<file path="src/rtl/fetch_pkg.sv">
// Shared types and ROM bank-select encodings for the instruction fetch unit.
// Both inst_queue and inst_fetch_unit import this package.
package fetch_pkg;

   typedef logic [15:0] inst_t;
   typedef logic [14:0] hw_pc_t;

   localparam logic [1:0] SEL0_DATA0 = 2'd0;
   localparam logic [1:0] SEL0_IR1   = 2'd1;
   localparam logic [1:0] SEL0_DATA1 = 2'd2;
   localparam logic       SEL1_DATA0 = 1'b0;
   localparam logic       SEL1_DATA1 = 1'b1;

   localparam logic [15:0] DEFAULT_RESET_PC = 16'h0000;

endpackage

</file>
<file path="src/rtl/inst_fetch_unit_if.sv">
// Bundles the fetch unit's ROM-side and decode-side signals.
// The master modport is the fetch unit; the slave modport is the ROM/decode environment.
interface inst_fetch_unit_if;
   import fetch_pkg::*;

   logic        redirect_valid;
   logic [15:0] redirect_addr;
   logic [13:0] Rom_addr_out;
   logic        pc_1;
   logic        sel_mem_1;
   logic [1:0]  sel_mem_0;
   inst_t       IR_0_in;
   inst_t       IR_1_in;
   logic        inst0_valid;
   logic        inst1_valid;
   inst_t       inst0;
   inst_t       inst1;
   logic [15:0] inst0_pc;
   logic [1:0]  take;

   modport master (
      input  redirect_valid, redirect_addr, IR_0_in, IR_1_in, take,
      output Rom_addr_out, pc_1, sel_mem_1, sel_mem_0,
             inst0_valid, inst1_valid, inst0, inst1, inst0_pc
   );

   modport slave (
      output redirect_valid, redirect_addr, IR_0_in, IR_1_in, take,
      input  Rom_addr_out, pc_1, sel_mem_1, sel_mem_0,
             inst0_valid, inst1_valid, inst0, inst1, inst0_pc
   );

endinterface

</file>
<file path="src/rtl/inst_queue.sv">
// Circular buffer of halfword instructions: writes two entries at once, reads 0-2.
// Flush empties it and has priority over both read and write.
module inst_queue
   import fetch_pkg::*;
#(
   parameter  int QDEPTH = 4,
   localparam int PW     = $clog2(QDEPTH),
   localparam int CW     = PW + 1
) (
   input  logic          clk,
   input  logic          rst_n,
   input  logic          flush,
   input  logic          wr_en,
   input  inst_t         wr_data0,
   input  inst_t         wr_data1,
   input  logic [1:0]    rd_num,
   output inst_t         rd_data0,
   output inst_t         rd_data1,
   output logic [CW-1:0] count
);

   inst_t         mem_q [QDEPTH];
   inst_t         mem_d [QDEPTH];
   logic [PW-1:0] wr_ptr_q, wr_ptr_d;
   logic [PW-1:0] rd_ptr_q, rd_ptr_d;
   logic [CW-1:0] count_q, count_d;
   logic [PW-1:0] wr_ptr_next;
   logic [PW-1:0] rd_ptr_next;

   always_comb begin
      mem_d       = mem_q;
      wr_ptr_d    = wr_ptr_q;
      rd_ptr_d    = rd_ptr_q;
      count_d     = count_q;
      wr_ptr_next = wr_ptr_q + PW'(1);
      if (flush) begin
         wr_ptr_d = '0;
         rd_ptr_d = '0;
         count_d  = '0;
      end else begin
         if (wr_en) begin
            mem_d[wr_ptr_q]    = wr_data0;
            mem_d[wr_ptr_next] = wr_data1;
            wr_ptr_d           = wr_ptr_q + PW'(2);
         end
         rd_ptr_d = rd_ptr_q + PW'(rd_num);
         count_d  = count_q - CW'(rd_num) + (wr_en ? CW'(2) : CW'(0));
      end
   end

   always_ff @(posedge clk or negedge rst_n) begin
      if (!rst_n) begin
         for (int i = 0; i < QDEPTH; i++) begin
            mem_q[i] <= '0;
         end
         wr_ptr_q <= '0;
         rd_ptr_q <= '0;
         count_q  <= '0;
      end else begin
         mem_q    <= mem_d;
         wr_ptr_q <= wr_ptr_d;
         rd_ptr_q <= rd_ptr_d;
         count_q  <= count_d;
      end
   end

   // Head outputs read straight from registered storage, so nothing from take reaches them.
   assign rd_ptr_next = rd_ptr_q + PW'(1);
   assign rd_data0    = mem_q[rd_ptr_q];
   assign rd_data1    = mem_q[rd_ptr_next];
   assign count       = count_q;

endmodule

</file>
<file path="src/rtl/inst_fetch_unit.sv">
// Fetch stage: owns the fetch PC, drives the dual-bank ROM, queues returned halfwords
// and presents up to two of them to decode each cycle. Redirects flush and refetch.
module inst_fetch_unit
   import fetch_pkg::*;
#(
   parameter int          QDEPTH   = 4,
   parameter logic [15:0] RESET_PC = DEFAULT_RESET_PC
) (
   input logic                clk,
   input logic                rst_n,
   inst_fetch_unit_if.master  bus
);

   localparam int CW = $clog2(QDEPTH) + 1;

   hw_pc_t        fpc_q, fpc_d;
   logic [15:0]   head_pc_q, head_pc_d;
   logic [CW-1:0] count;
   logic [1:0]    eff;
   logic [CW:0]   room;
   logic          enq;
   logic          unused_redirect_lsb;

   // Over-take is clamped to what is actually queued.
   always_comb begin
      eff = bus.take;
      if (CW'(bus.take) > count) begin
         eff = count[1:0];
      end
      room = (CW+1)'(QDEPTH) - (CW+1)'(count) + (CW+1)'(eff);
      enq  = !bus.redirect_valid && (room >= (CW+1)'(2));
   end

   always_comb begin
      fpc_d     = fpc_q;
      head_pc_d = head_pc_q;
      if (bus.redirect_valid) begin
         fpc_d     = bus.redirect_addr[15:1];
         head_pc_d = {bus.redirect_addr[15:1], 1'b0};
      end else begin
         if (enq) begin
            fpc_d = fpc_q + 15'd2;
         end
         head_pc_d = head_pc_q + 16'({eff, 1'b0});
      end
   end

   always_ff @(posedge clk or negedge rst_n) begin
      if (!rst_n) begin
         fpc_q     <= RESET_PC[15:1];
         head_pc_q <= {RESET_PC[15:1], 1'b0};
      end else begin
         fpc_q     <= fpc_d;
         head_pc_q <= head_pc_d;
      end
   end

   inst_queue #(.QDEPTH(QDEPTH)) u_queue (
      .clk      (clk),
      .rst_n    (rst_n),
      .flush    (bus.redirect_valid),
      .wr_en    (enq),
      .wr_data0 (bus.IR_0_in),
      .wr_data1 (bus.IR_1_in),
      .rd_num   (eff),
      .rd_data0 (bus.inst0),
      .rd_data1 (bus.inst1),
      .count    (count)
   );

   // Odd fetch PC: IR_0 comes from bank 1 and IR_1 from bank 0 at the next pair index.
   assign bus.Rom_addr_out = fpc_q[14:1];
   assign bus.pc_1         = fpc_q[0];
   assign bus.sel_mem_0    = fpc_q[0] ? SEL0_DATA1 : SEL0_DATA0;
   assign bus.sel_mem_1    = fpc_q[0] ? SEL1_DATA0 : SEL1_DATA1;

   assign bus.inst0_valid  = (count != '0);
   assign bus.inst1_valid  = (count >= CW'(2));
   assign bus.inst0_pc     = head_pc_q;

   assign unused_redirect_lsb = bus.redirect_addr[0];

endmodule

</file>
<file path="src/flat_wrapper.sv">
// flat-port wrapper written by rule: the top's interface ports become plain ports
module inst_fetch_unit_flat import fetch_pkg::*;
#(
   parameter int          QDEPTH   = 4,
   parameter logic [15:0] RESET_PC = DEFAULT_RESET_PC
)
  (clk, rst_n, bus_redirect_valid, bus_redirect_addr, bus_IR_0_in, bus_IR_1_in, bus_take, bus_Rom_addr_out, bus_pc_1, bus_sel_mem_1, bus_sel_mem_0, bus_inst0_valid, bus_inst1_valid, bus_inst0, bus_inst1, bus_inst0_pc);
  inst_fetch_unit_if bus_i ();
  input logic clk;
  input logic rst_n;
  input wire logic [$bits(bus_i.redirect_valid)-1:0] bus_redirect_valid;
  input wire logic [$bits(bus_i.redirect_addr)-1:0] bus_redirect_addr;
  input wire logic [$bits(bus_i.IR_0_in)-1:0] bus_IR_0_in;
  input wire logic [$bits(bus_i.IR_1_in)-1:0] bus_IR_1_in;
  input wire logic [$bits(bus_i.take)-1:0] bus_take;
  output wire logic [$bits(bus_i.Rom_addr_out)-1:0] bus_Rom_addr_out;
  output wire logic [$bits(bus_i.pc_1)-1:0] bus_pc_1;
  output wire logic [$bits(bus_i.sel_mem_1)-1:0] bus_sel_mem_1;
  output wire logic [$bits(bus_i.sel_mem_0)-1:0] bus_sel_mem_0;
  output wire logic [$bits(bus_i.inst0_valid)-1:0] bus_inst0_valid;
  output wire logic [$bits(bus_i.inst1_valid)-1:0] bus_inst1_valid;
  output wire logic [$bits(bus_i.inst0)-1:0] bus_inst0;
  output wire logic [$bits(bus_i.inst1)-1:0] bus_inst1;
  output wire logic [$bits(bus_i.inst0_pc)-1:0] bus_inst0_pc;
  assign bus_i.redirect_valid = bus_redirect_valid;
  assign bus_i.redirect_addr = bus_redirect_addr;
  assign bus_i.IR_0_in = bus_IR_0_in;
  assign bus_i.IR_1_in = bus_IR_1_in;
  assign bus_i.take = bus_take;
  assign bus_Rom_addr_out = bus_i.Rom_addr_out;
  assign bus_pc_1 = bus_i.pc_1;
  assign bus_sel_mem_1 = bus_i.sel_mem_1;
  assign bus_sel_mem_0 = bus_i.sel_mem_0;
  assign bus_inst0_valid = bus_i.inst0_valid;
  assign bus_inst1_valid = bus_i.inst1_valid;
  assign bus_inst0 = bus_i.inst0;
  assign bus_inst1 = bus_i.inst1;
  assign bus_inst0_pc = bus_i.inst0_pc;
  inst_fetch_unit #(.QDEPTH(QDEPTH), .RESET_PC(RESET_PC)) u_core (.clk(clk), .rst_n(rst_n), .bus(bus_i));
endmodule
</file>
<file path="config.mk">
export PLATFORM = sky130hd
export DESIGN_NAME = inst_fetch_unit_flat
export DESIGN_NICKNAME = d
export VERILOG_FILES = /design/src/rtl/fetch_pkg.sv /design/src/rtl/inst_fetch_unit_if.sv /design/src/rtl/inst_queue.sv /design/src/rtl/inst_fetch_unit.sv /design/src/flat_wrapper.sv
export SDC_FILE = /design/constraint.sdc
export NUM_CORES = 1
export LEC_CHECK = 0
export ABC_AREA = 1
export CAP_MARGIN = 10
export CORE_MARGIN = 3
export CORE_UTILIZATION = 52
export CTS_CLUSTER_SIZE = 20
export DETAILED_ROUTE_END_ITERATION = 7
export GPL_TIMING_DRIVEN = 1
export HOLD_SLACK_MARGIN = 0.1
export PLACE_DENSITY = 0.78
export SKIP_LAST_GASP = 1
export SYNTH_ARGS = -nofsm -noshare
export SYNTH_HDL_FRONTEND = slang
export SYNTH_SLANG_ARGS = --single-unit
export TNS_END_PERCENT = 5
</file>
<file path="constraint.sdc">
create_clock -name clk -period 4.9 [get_ports clk]
set_clock_uncertainty 0.2 [all_clocks]
set_input_delay 0.98 -clock clk [delete_from_list [all_inputs] [get_ports clk]]
set_output_delay 0.98 -clock clk [all_outputs]
set_load 0.02 [all_outputs]
</file>
**Yosys cells after proc, flatten, opt, wreduce, memory -nomap -nowiden**

Cells that the tools add are included.

- Bits in registers: 102
- Input port bits: 53
- Output and inout port bits: 68
- Word-level logic and storage cells: 63

- Add/sub/neg operators: 10
- $lt $le $gt $ge: 9
- Multiplexer cells: 23
- Bitwise logic cells: 5
- Reduce and logical (&&, ||, !) cells: 7

Operator list:

| kind | number |
|---|---|
| 64-bit bitwise mux | 2 |
| 16-bit 2-to-1 mux | 7 |
| 16-bit binary-select mux with 2-bit select | 2 |
| 16-bit demux with 2-bit select | 2 |
| 15-bit 2-to-1 mux | 2 |
| 16-bit by 3-bit adder with 16-bit output | 1 |
| 15-bit by 2-bit adder with 15-bit output, second input constant | 1 |
| 3-bit greater-or-equal comparator, second input constant | 4 |
| 2-bit 2-to-1 mux | 6 |
| 2-bit NOT with 3-bit output | 4 |
| 3-bit by 1-bit less-than comparator with 1-bit output, second input constant | 2 |
| 2-bit by 1-bit adder with 2-bit output, second input constant | 2 |
| 4-bit by 2-bit adder with 4-bit output | 1 |
| 4-bit by 2-bit greater-or-equal comparator with 1-bit output, second input constant | 1 |
| 3-bit by 3-bit subtractor with 4-bit output, first input constant | 1 |
| 3-bit by 2-bit adder with 3-bit output | 1 |
| 3-bit by 2-bit greater-or-equal comparator with 1-bit output, second input constant | 1 |
| 2-bit by 3-bit greater-than comparator with 1-bit output | 1 |
| 1-bit logical AND | 3 |
| 3-bit 2-to-1 mux | 1 |
| 3-bit nonzero test | 1 |
| 3-bit by 2-bit subtractor with 3-bit output | 1 |
| 2-bit adder | 1 |
| 2-bit adder, second input constant | 1 |
| other kinds (5) | 5 |

**Logic depth before layout (Yosys ltp)**

- Word-level depth: 8
- Depth in mapped cells: 21
- Gate-level depth less buffers: 21

**By module**

A second synthesis with hierarchy kept.

- Cells, all modules: 830
- Area, all modules: 6194.7 µm²

By module, submodules not included:

| module | times used | cells each | area each (µm²) | seq. area each (µm²) |
|---|---|---|---|---|
| inst_queue | 1 | 529 | 4091.4 | 1751.7 |
| inst_fetch_unit | 1 | 301 | 2103.3 | 750.7 |

**Worst setup path before layout**

Ideal clock, no wire load.

- Path kind: in2reg
- From: input bus_take[1]
- To: register u_core.u_queue.count_q[2] (netlist: u_core.u_queue.count[2])
- Library setup time: 0.124 ns
- Arrival time: 3.854 ns
- Data required time: 4.576 ns
- Setup slack: 0.722 ns
- Stages on the path: 19
- Path buffers: 0
- Cells stage by stage: inv_1 ha_1 inv_1 o21bai_1 nand2_1 o21ai_0 inv_1 ha_1 fa_1 nor2_1 nor2_4 nand3_4 nand2_1 inv_2 ha_1 ha_1 xor2_1 o21ai_0 a21oi_1

- Longest elaborated chain between the ends: 8
- Elaborated cells on any way between the ends: 9
- Those cells by class: add/sub (3); order compare (2); mux (3); reduce/logical (1)

Ends and longest elaborated chain:

| element | RTL line | source |
|---|---|---|
| from (decl) | flat_wrapper.sv:15 | `input wire logic [$bits(bus_i.take)-1:0] bus_take;` |
| 2-bit by 3-bit greater-than comparator with 1-bit output | inst_fetch_unit.sv:27 | `if (CW'(bus.take) > count) begin` |
| 2-bit 2-to-1 mux * | inst_fetch_unit.sv:27 |  |
| 4-bit by 2-bit adder with 4-bit output | inst_fetch_unit.sv:30 | `room = (CW+1)'(QDEPTH) - (CW+1)'(count) + (CW+1)'(eff);` |
| 4-bit by 2-bit greater-or-equal comparator with 1-bit output | inst_fetch_unit.sv:31 | `enq = !bus.redirect_valid && (room >= (CW+1)'(2));` |
| 1-bit logical AND | inst_fetch_unit.sv:31 |  |
| 2-bit 2-to-1 mux | inst_queue.sv:47 | `count_d = count_q - CW'(rd_num) + (wr_en ? CW'(2) : CW'(0));` |
| 3-bit by 2-bit adder with 3-bit output * | inst_queue.sv:47 |  |
| 3-bit 2-to-1 mux * | inst_queue.sv:36 | `if (flush) begin` |
| named net u_core.u_queue.count_d[2] | inst_queue.sv:26 | `logic [CW-1:0] count_q, count_d;` |
| to (signal assigned) | inst_queue.sv:63 | `count_q <= count_d;` |
| to (decl) | inst_queue.sv:26 |  |

Mark *: on every way through the listed nets, which the timed path passes. The rest lies on a longest branch.
A chain may end at the register's enable or synchronous reset.

**Worst setup path after layout**

Same ends and word-level chain as after synthesis.

==> key figures <==
Outcome
  • Status: complete, no violations

STA
  • Worst Hold Slack: 0.304 ns
  • Setup TNS: 0 ns
  • Final setup vio count: 0
  • Part of the cycle the worst path needs: 91.0%
  • Fmax: 0.224 GHz
  • Relative slew margins: 24.4%
  • Tmin final: 4.46 ns
  • RSZ-0062 raised after global routing: false
  • Hold Vio Cnt, Final: 0
  • Setup ws final: 0.440 ns
  • Pins Over Slew Limit: 0
  • Slew of the pin with the lowest slew margin: 1.13 ns

Worst hold path
  • Worst Hold Depth: 2
  • Worst Hold End: u_core.u_queue.mem_q[29]
  • Min-Delay Path Class: register to register
  • Hold path start: u_core.u_queue.mem_q[29]

Routing
  • Via count: 5595
  • WL per Instance: 15.2 µm
  • Top layer in use: met4
  • Routed wl met2: 7.62 mm
  • Via/cell ratio: 5.53
  • Total wire length: 15.4 mm
  • Met3 Wirelength: 1.02 mm
  • # DRC: 0
  • DR iter-0 viols: 558
  • DRT Pass-1 Iters: 5
  • Met1 WL: 6.48 mm
  • Post-route ant nets: 0

Power
  • Pwr dens: 710 nW/µm²
  • Static leakage: 3.41 nW
  • Peak VDD IR: 0.525 mV
  • Total Power: 5.07 mW

CTS
  • CTS max path bufs: 2
  • Reg clk slew, reported paths: 0.09 ns
  • Clock Latency Late Sink: 0.37 ns
  • CTS root buf: clkbuf_8
  • Post_cts resized: 0
  • CTS tree: done
  • Num CTS Buffers: 9
  • CTS Sinks: 100
  • Hold Buf Count CTS: 0
  • Setup bufs post-CTS: 0
  • H-tree levels: 3

Critical path
  • Critical Path RT: 4.95 ns
  • CP Launch Type: primary input
  • Reg-to-reg endpoint: u_core.u_queue.count[2]
  • Worst-path fanout max: 6
  • R2R depth: 19
  • R2R setup slack: 1.13 ns
  • CP Class: primary input to register
  • Worst r2r src: u_core.u_queue.count[1]
  • Crit. End Element: register
  • WP data arrival: 4.51 ns

Logic synthesis
  • Synth top area share: 43.4%
  • Synthesized area: 5760 µm²
  • Count of different cell masters after synthesis: 30
  • Post-synthesis area per instance: 7.42 µm²
  • Area leader, netlist: dfrtp_1
  • Top-count cell post-synth: nand2_1
  • Post-synthesis register bit count: 100
  • Sequential area share after synthesis: 43.4%
  • Post-Syn Instances: 776
  • Synth top cells by count: nand2_1 (185), dfrtp_1 (100), inv_1 (89)
  • Async SR Flop Fraction: 100%
  • Yosys warns: 0
  • Synth area leaders: dfrtp_1 (43%), nand2_1 (12%), o21ai_0 (7.3%)
  • Post-synth EDFFs: 0
  • Ys flop type: dfrtp_1

Global route
  • Largest net degree at the start of global routing: 79
  • Vias in the first global route: 5234
  • Global-route usage over all layers: 24.4%
  • First-pass GRT wire length: 25.0 mm
  • Gr ovfl total: 0
  • Antenna violations before repair: 0

Final layout
  • N_diodes: 0
  • Net count of the finished layout: 939
  • Area Growth Syn to Fin: 24.1%
  • Final core occ: 67.7%
  • Share of cells above drive strength 1: 6.16%

Placement
  • Pre-CTS setup slack: 0.0305 ns
  • Final RePlAce weighted congestion: 0.868
  • HPWL after detailed placement: 10.7 mm
  • # port buffers: 117

Job
  • Max-Cap Viols: 0

Floorplanning
  • Die Y: 111 µm
  • Top Ports: 121
  • # rows: 37
  • Core region area: 10600 µm²
  • Initial core utilization: 54.6%
  • Die Area: 12400 µm²
  • Die X: 111 µm
## cell usage in the layout (no fill, tap or decap), drive strengths merged
cell type,netlist,final
fa,2,2
nand3b,2,2
and2,1,1
buf,24,9
nor2,75,75
dfrtp,100,100
clkdlybuf4s50,0,116
clkinvlp,0,1
nand3,48,48
o21bai,1,1
nand2,185,185
conb,1,2
clkbuf,17,12
xor2,5,5
inv,92,92
a21oi,53,53
a21boi,2,2
xnor2,2,2
o22ai,1,1
nand4,9,9
bufinv,0,1
clkinv,0,1
o21ai,144,144
ha,12,12
## how the worst max path moves through the flow
| stage | slack [ns] | cells after the start | endpoint | start |
|---|---|---|---|---|
| 2_1_floorplan | 0.72 | 19 | u_core.u_queue.count[2] | bus_take[1] |
| 3_3_place_gp | 0.20 | 21 | u_core.u_queue.count[2] | bus_take[1] |
| 3_5_place_dp | 0.03 | 21 | u_core.u_queue.count[2] | bus_take[1] |
| 4_1_cts | 0.44 | 21 | u_core.u_queue.count[2] | bus_take[1] |
| 5_1_grt | 0.15 | 21 | u_core.u_queue.count[2] | bus_take[1] |
| 6_report | 0.44 | 21 | u_core.u_queue.count[2] | bus_take[1] |
## power by group
part | total [mW] | switching, mW | leakage (nW) | internal [mW]
sequential | 1.51 | 0.327 | 1.24 | 1.18
clock | 0.546 | 0.284 | 0.0987 | 0.263
combinational | 3.02 | 1.80 | 2.07 | 1.22
## layout make-up
cell class	count	area [µm²]
Fill cell	885	3400
Clock inverter	3	46.3
Timing Repair Buffer	125	1240
Multi-Input combinational cell	544	2690
Clock buffer	12	155
Tap cell	136	170
Sequential cell	100	2500
Inverter	92	345
## critical path: stages
cell and delay, ns:
clkdlybuf4s50_1 0.49, inv_1 0.06, ha_1 0.29, inv_1 0.04
o21bai_1 0.17, nand2_1 0.11, o21ai_0 0.23, inv_1 0.07
ha_1 0.21, fa_1 0.38, nand2_1 0.07, inv_1 0.06
nor2_4 0.11, nand3_4 0.14, nand2_1 0.17, inv_2 0.06
ha_1 0.28, ha_1 0.21, xor2_1 0.15, o21ai_0 0.15
a21oi_1 0.06
## stage by stage
| step | cells | cell area (µm²) |
|---|---|---|
| floorplan | 777 | 5760 |
| global placement | 997 | 6950 |
| detailed placement | 997 | 6950 |
| CTS | 1012 | 7150 |
| global route | 1012 | 7150 |
| finish | 1012 | 7150 |
## cells by family after synthesis
logic type	Yosys count	share of synthesized area, %
and+or+nand+nor	320	23.2
AOI/OAI and AO/OA	201	19.0
buffers and inverters	133	9.93
DFF	100	43.4
adders and majority gates	14	3.30
xor gates and xnor gates	7	1.06
other	1	0.0651
## per-layer routing
metal / global-route usage [%] / up-vias
met1: 32.7 / 2638
met3: 3.88 / 26
met2: 40.6 / 236
li1: - / 2695
met4: 8.19 / 0
met5: 0 / -
## state kept, by name, summed over array words and instances (netlist names)
signal	flops
u_core.fpc_q	15
u_core.u_queue.mem_q	64
u_core.bus.inst0_pc	15
u_core.u_queue.wr_ptr_q	1
u_core.u_queue.rd_ptr_q	2
u_core.u_queue.count	3
(Power assumes the default switching activity.)
==> variant, RTL diff (same settings) <==
Make the reset (`rst_n`) synchronous in 2 clocked blocks.
--- a/src/rtl/inst_queue.sv
+++ b/src/rtl/inst_queue.sv
@@ -48,7 +48,7 @@
       end
    end
 
-   always_ff @(posedge clk or negedge rst_n) begin
+   always_ff @(posedge clk) begin
       if (!rst_n) begin
          for (int i = 0; i < QDEPTH; i++) begin
             mem_q[i] <= '0;
--- a/src/rtl/inst_fetch_unit.sv
+++ b/src/rtl/inst_fetch_unit.sv
@@ -45,7 +45,7 @@
       end
    end
 
-   always_ff @(posedge clk or negedge rst_n) begin
+   always_ff @(posedge clk) begin
       if (!rst_n) begin
          fpc_q     <= RESET_PC[15:1];
          head_pc_q <= {RESET_PC[15:1], 1'b0};
Formal check against the unedited RTL: differs if rst_n is asserted again (counterexample within 4 cycles, from zero or initial values and one cycle with rst_n low); with rst_n held inactive, the same outputs for 4 cycles.
==> variant against the original RTL <==
- cell area up 7.4%
- first-iteration DRC count up 3.6%
- power down 26%
- critical path type unchanged
- wire length up 6.9%
- synthesized cell count up 31%
- utilization down 1.1 points
- sequential cell count unchanged
- non-clock buffer count up 8
- highest routed layer unchanged
- sequential power down 28%
- area after synthesis up 7.0%
- worst setup slack worse by 6.0 ps
- final cell count up 25%
==> variant: results (changes against the original RTL) <==
[synth]
synth_fa_ha_area_share_pct=3.004  ; was 3.301%
ys.flop_type=sky130_fd_sc_hd__dfxtp_1  ; was sky130_fd_sc_hd__dfrtp_1
synth.top_cells.by_count=sky130_fd_sc_hd__nand2_1, sky130_fd_sc_hd__inv_1, sky130_fd_sc_hd__nor2_1, sky130_fd_sc_hd__dfxtp_1, sky130_fd_sc_hd__a21oi_1  ; was sky130_fd_sc_hd__nand2_1, sky130_fd_sc_hd__dfrtp_1, sky130_fd_sc_hd__inv_1, sky130_fd_sc_hd__o21ai_0, sky130_fd_sc_hd__nor2_1
synth_compound_gate_area_share_pct=12.40  ; was 19.05%
ys_top_cells_by_area=sky130_fd_sc_hd__dfxtp_1, sky130_fd_sc_hd__nand2_1, sky130_fd_sc_hd__inv_1  ; was sky130_fd_sc_hd__dfrtp_1, sky130_fd_sc_hd__nand2_1, sky130_fd_sc_hd__o21ai_0
yosys.area.top_type_share_pct=32.48  ; was 43.44%
synth_xor_xnor_area_share_pct=0.5684  ; was 1.064%
ys_seq_area_share_pct=32.48  ; was 43.44%

[grt]
pin_count_of_the_biggest_net_entering_global_routing=74  ; was 79
grt_pass1_vias=5691  ; was 5,234
grt_pass1_wl_mm=26.79  ; was 25.03 mm
grt_util_all_layers_pct=25.32  ; was 24.44%

[timing]
max_slew_margin_pct=46.56  ; was 24.36%

[power_and_ir_drop]
power.leakage_uw=0.003762  ; was 0.003406 uW
vdd_ir_drop_max_mv=0.1966  ; was 0.5251 mV

[cells_and_area]
layout-drive-gt1-share_pct=7.507  ; was 6.164%
layout.nets=1180  ; was 939

[setup_path]
path_delay_family=adder cells  ; unchanged
critPathMaxStageDelay_ps=530  ; was 490 ps
regToRegEndpoint=u_core.u_queue.count[2]$_SDFF_PP0_  ; was u_core.u_queue.count[2]$_DFF_PN0_
worstReg2RegStart=u_core.u_queue.count[1]$_SDFF_PP0_  ; was u_core.u_queue.count[1]$_DFF_PN0_
highest_delay_cell_along_the_critical_path=sky130_fd_sc_hd__fa_1  ; was sky130_fd_sc_hd__clkdlybuf4s50_1
worst_reg_to_reg_setup_slack_ps=940  ; was 1130 ps
critical_path_arrival_ps=4560  ; was 4510 ps

[place]
dpl.hpwl_mm=11.06  ; was 10.70 mm
gp_congestion=0.8782  ; was 0.8676
placed_cell_area_um2=7388  ; was 6949 um^2
place_worst_setup_slack_ps=-16.50  ; was 30.53 ps

[min_path]
hold_path.startpoint=u_core.fpc_q[0]$_SDFFE_PN0P_  ; was u_core.u_queue.mem_q[29]$_DFFE_PN0P_
min_to=u_core.fpc_q[0]$_SDFFE_PN0P_  ; was u_core.u_queue.mem_q[29]$_DFFE_PN0P_

[clock_network]
clk_transition_reported_paths_ps=70  ; was 90 ps
clk_latency_ps=350  ; was 370 ps

[detailed_routing]
drt-pass1-iter-count=7  ; was 5
drt_iter0_drc=578  ; was 558
drt-total-wl_mm=16.45  ; was 15.40 mm

[outcome]
run_status=complete, no violations  ; unchanged

==> variant: cell count changes in the layout (fill, tap and decap cells not counted), sizes merged, moves of 16 or more <==
cell,before,now
inv,92,211
nand3,48,29
dfxtp,0,100
o22ai,1,21
o21ai,144,39
nand2,185,348
o221ai,0,16
nor2,75,109
dfrtp,100,0
==> variant: cell type report <==
class | count | area share, %
clock inverter | 2 | 0.2281
timing repair buffer | 133 | 16.91
tap | 143 | 2.330
sequential | 100 | 26.07
inverter | 211 | 10.38
multi-input combinational | 659 | 40.52
clock buffer | 14 | 3.568
==> variant: timing repair <==
| item | CTS | global route |
|---|---|---|
| endpoints found under the hold margin | 0 | 0 |
| gates resized for setup | 0 | 1 |
| endpoints found under the setup margin | 0 | 1 |
==> variant: power by group <==
part / internal [uW] / switching, uW
sequential: 969 / 119
combinational: 774 / 1160
clock: 389 / 323
==> variant: stage by stage <==
stage | instances | utilization, % | power, uW | hold WS (ps)
6_report | 1262 | 66.69 | 3736 | 325.7
5_1_grt | 1262 | 66.69 | 4030 | 354.0
3_3_place_gp | 1246 | 64.16 | 2989 | 300.1
4_1_cts | 1262 | 66.69 | 3734 | 324.5
2_1_floorplan | 1017 | - | 2387 | 306.3
3_5_place_dp | 1246 | 64.16 | 3018 | 311.1
==> variant: cell families (layout without fill, tap and decap cells) <==
| kind of cell | after synthesis | count (layout) |
|---|---|---|
| and+or+nand+nor | 505 | 505 |
| AOI/OAI and AO/OA | 135 | 135 |
| xor gates and xnor gates | 4 | 4 |
| adders and majority gates | 13 | 13 |
| buffers and inverters | 258 | 360 |
| other | 1 | 2 |
| DFF | 100 | 100 |
==> variant: tightest hold or removal path, stage by stage (launching register included) <==
cell and delay (ps):
sky130_fd_sc_hd__dfxtp_1 330, sky130_fd_sc_hd__inv_1 80, sky130_fd_sc_hd__o22ai_1 70
==> variant: how the worst max path moves through the flow <==
stage,start,cells after the start,slack [ps],endpoint
final,bus_take[1],19,430,u_core.u_queue.count[2]$_SDFF_PP0_
after global routing,bus_take[1],19,130,u_core.u_queue.count[2]$_SDFF_PP0_
after CTS,bus_take[1],19,330,u_core.u_queue.count[2]$_SDFF_PP0_
after detailed placement,bus_take[1],19,-20,u_core.u_queue.count[2]$_SDFF_PP0_
after global placement,bus_take[1],19,100,u_core.u_queue.count[2]$_SDFF_PP0_
after floorplan,bus_take[1],18,610,u_core.u_queue.count[2]$_SDFF_PP0_
==> variant: layer usage <==
| metal | wire [um] | track usage (%) | up-vias |
|---|---|---|---|
| met3 | 985 | 3.895 | 31 |
| met1 | 7559 | 34.61 | 2834 |
| li1 | - | - | 3261 |
| met5 | 0 | 0 | - |
| met2 | 7564 | 40.39 | 202 |
| met4 | 344 | 9.546 | 0 |
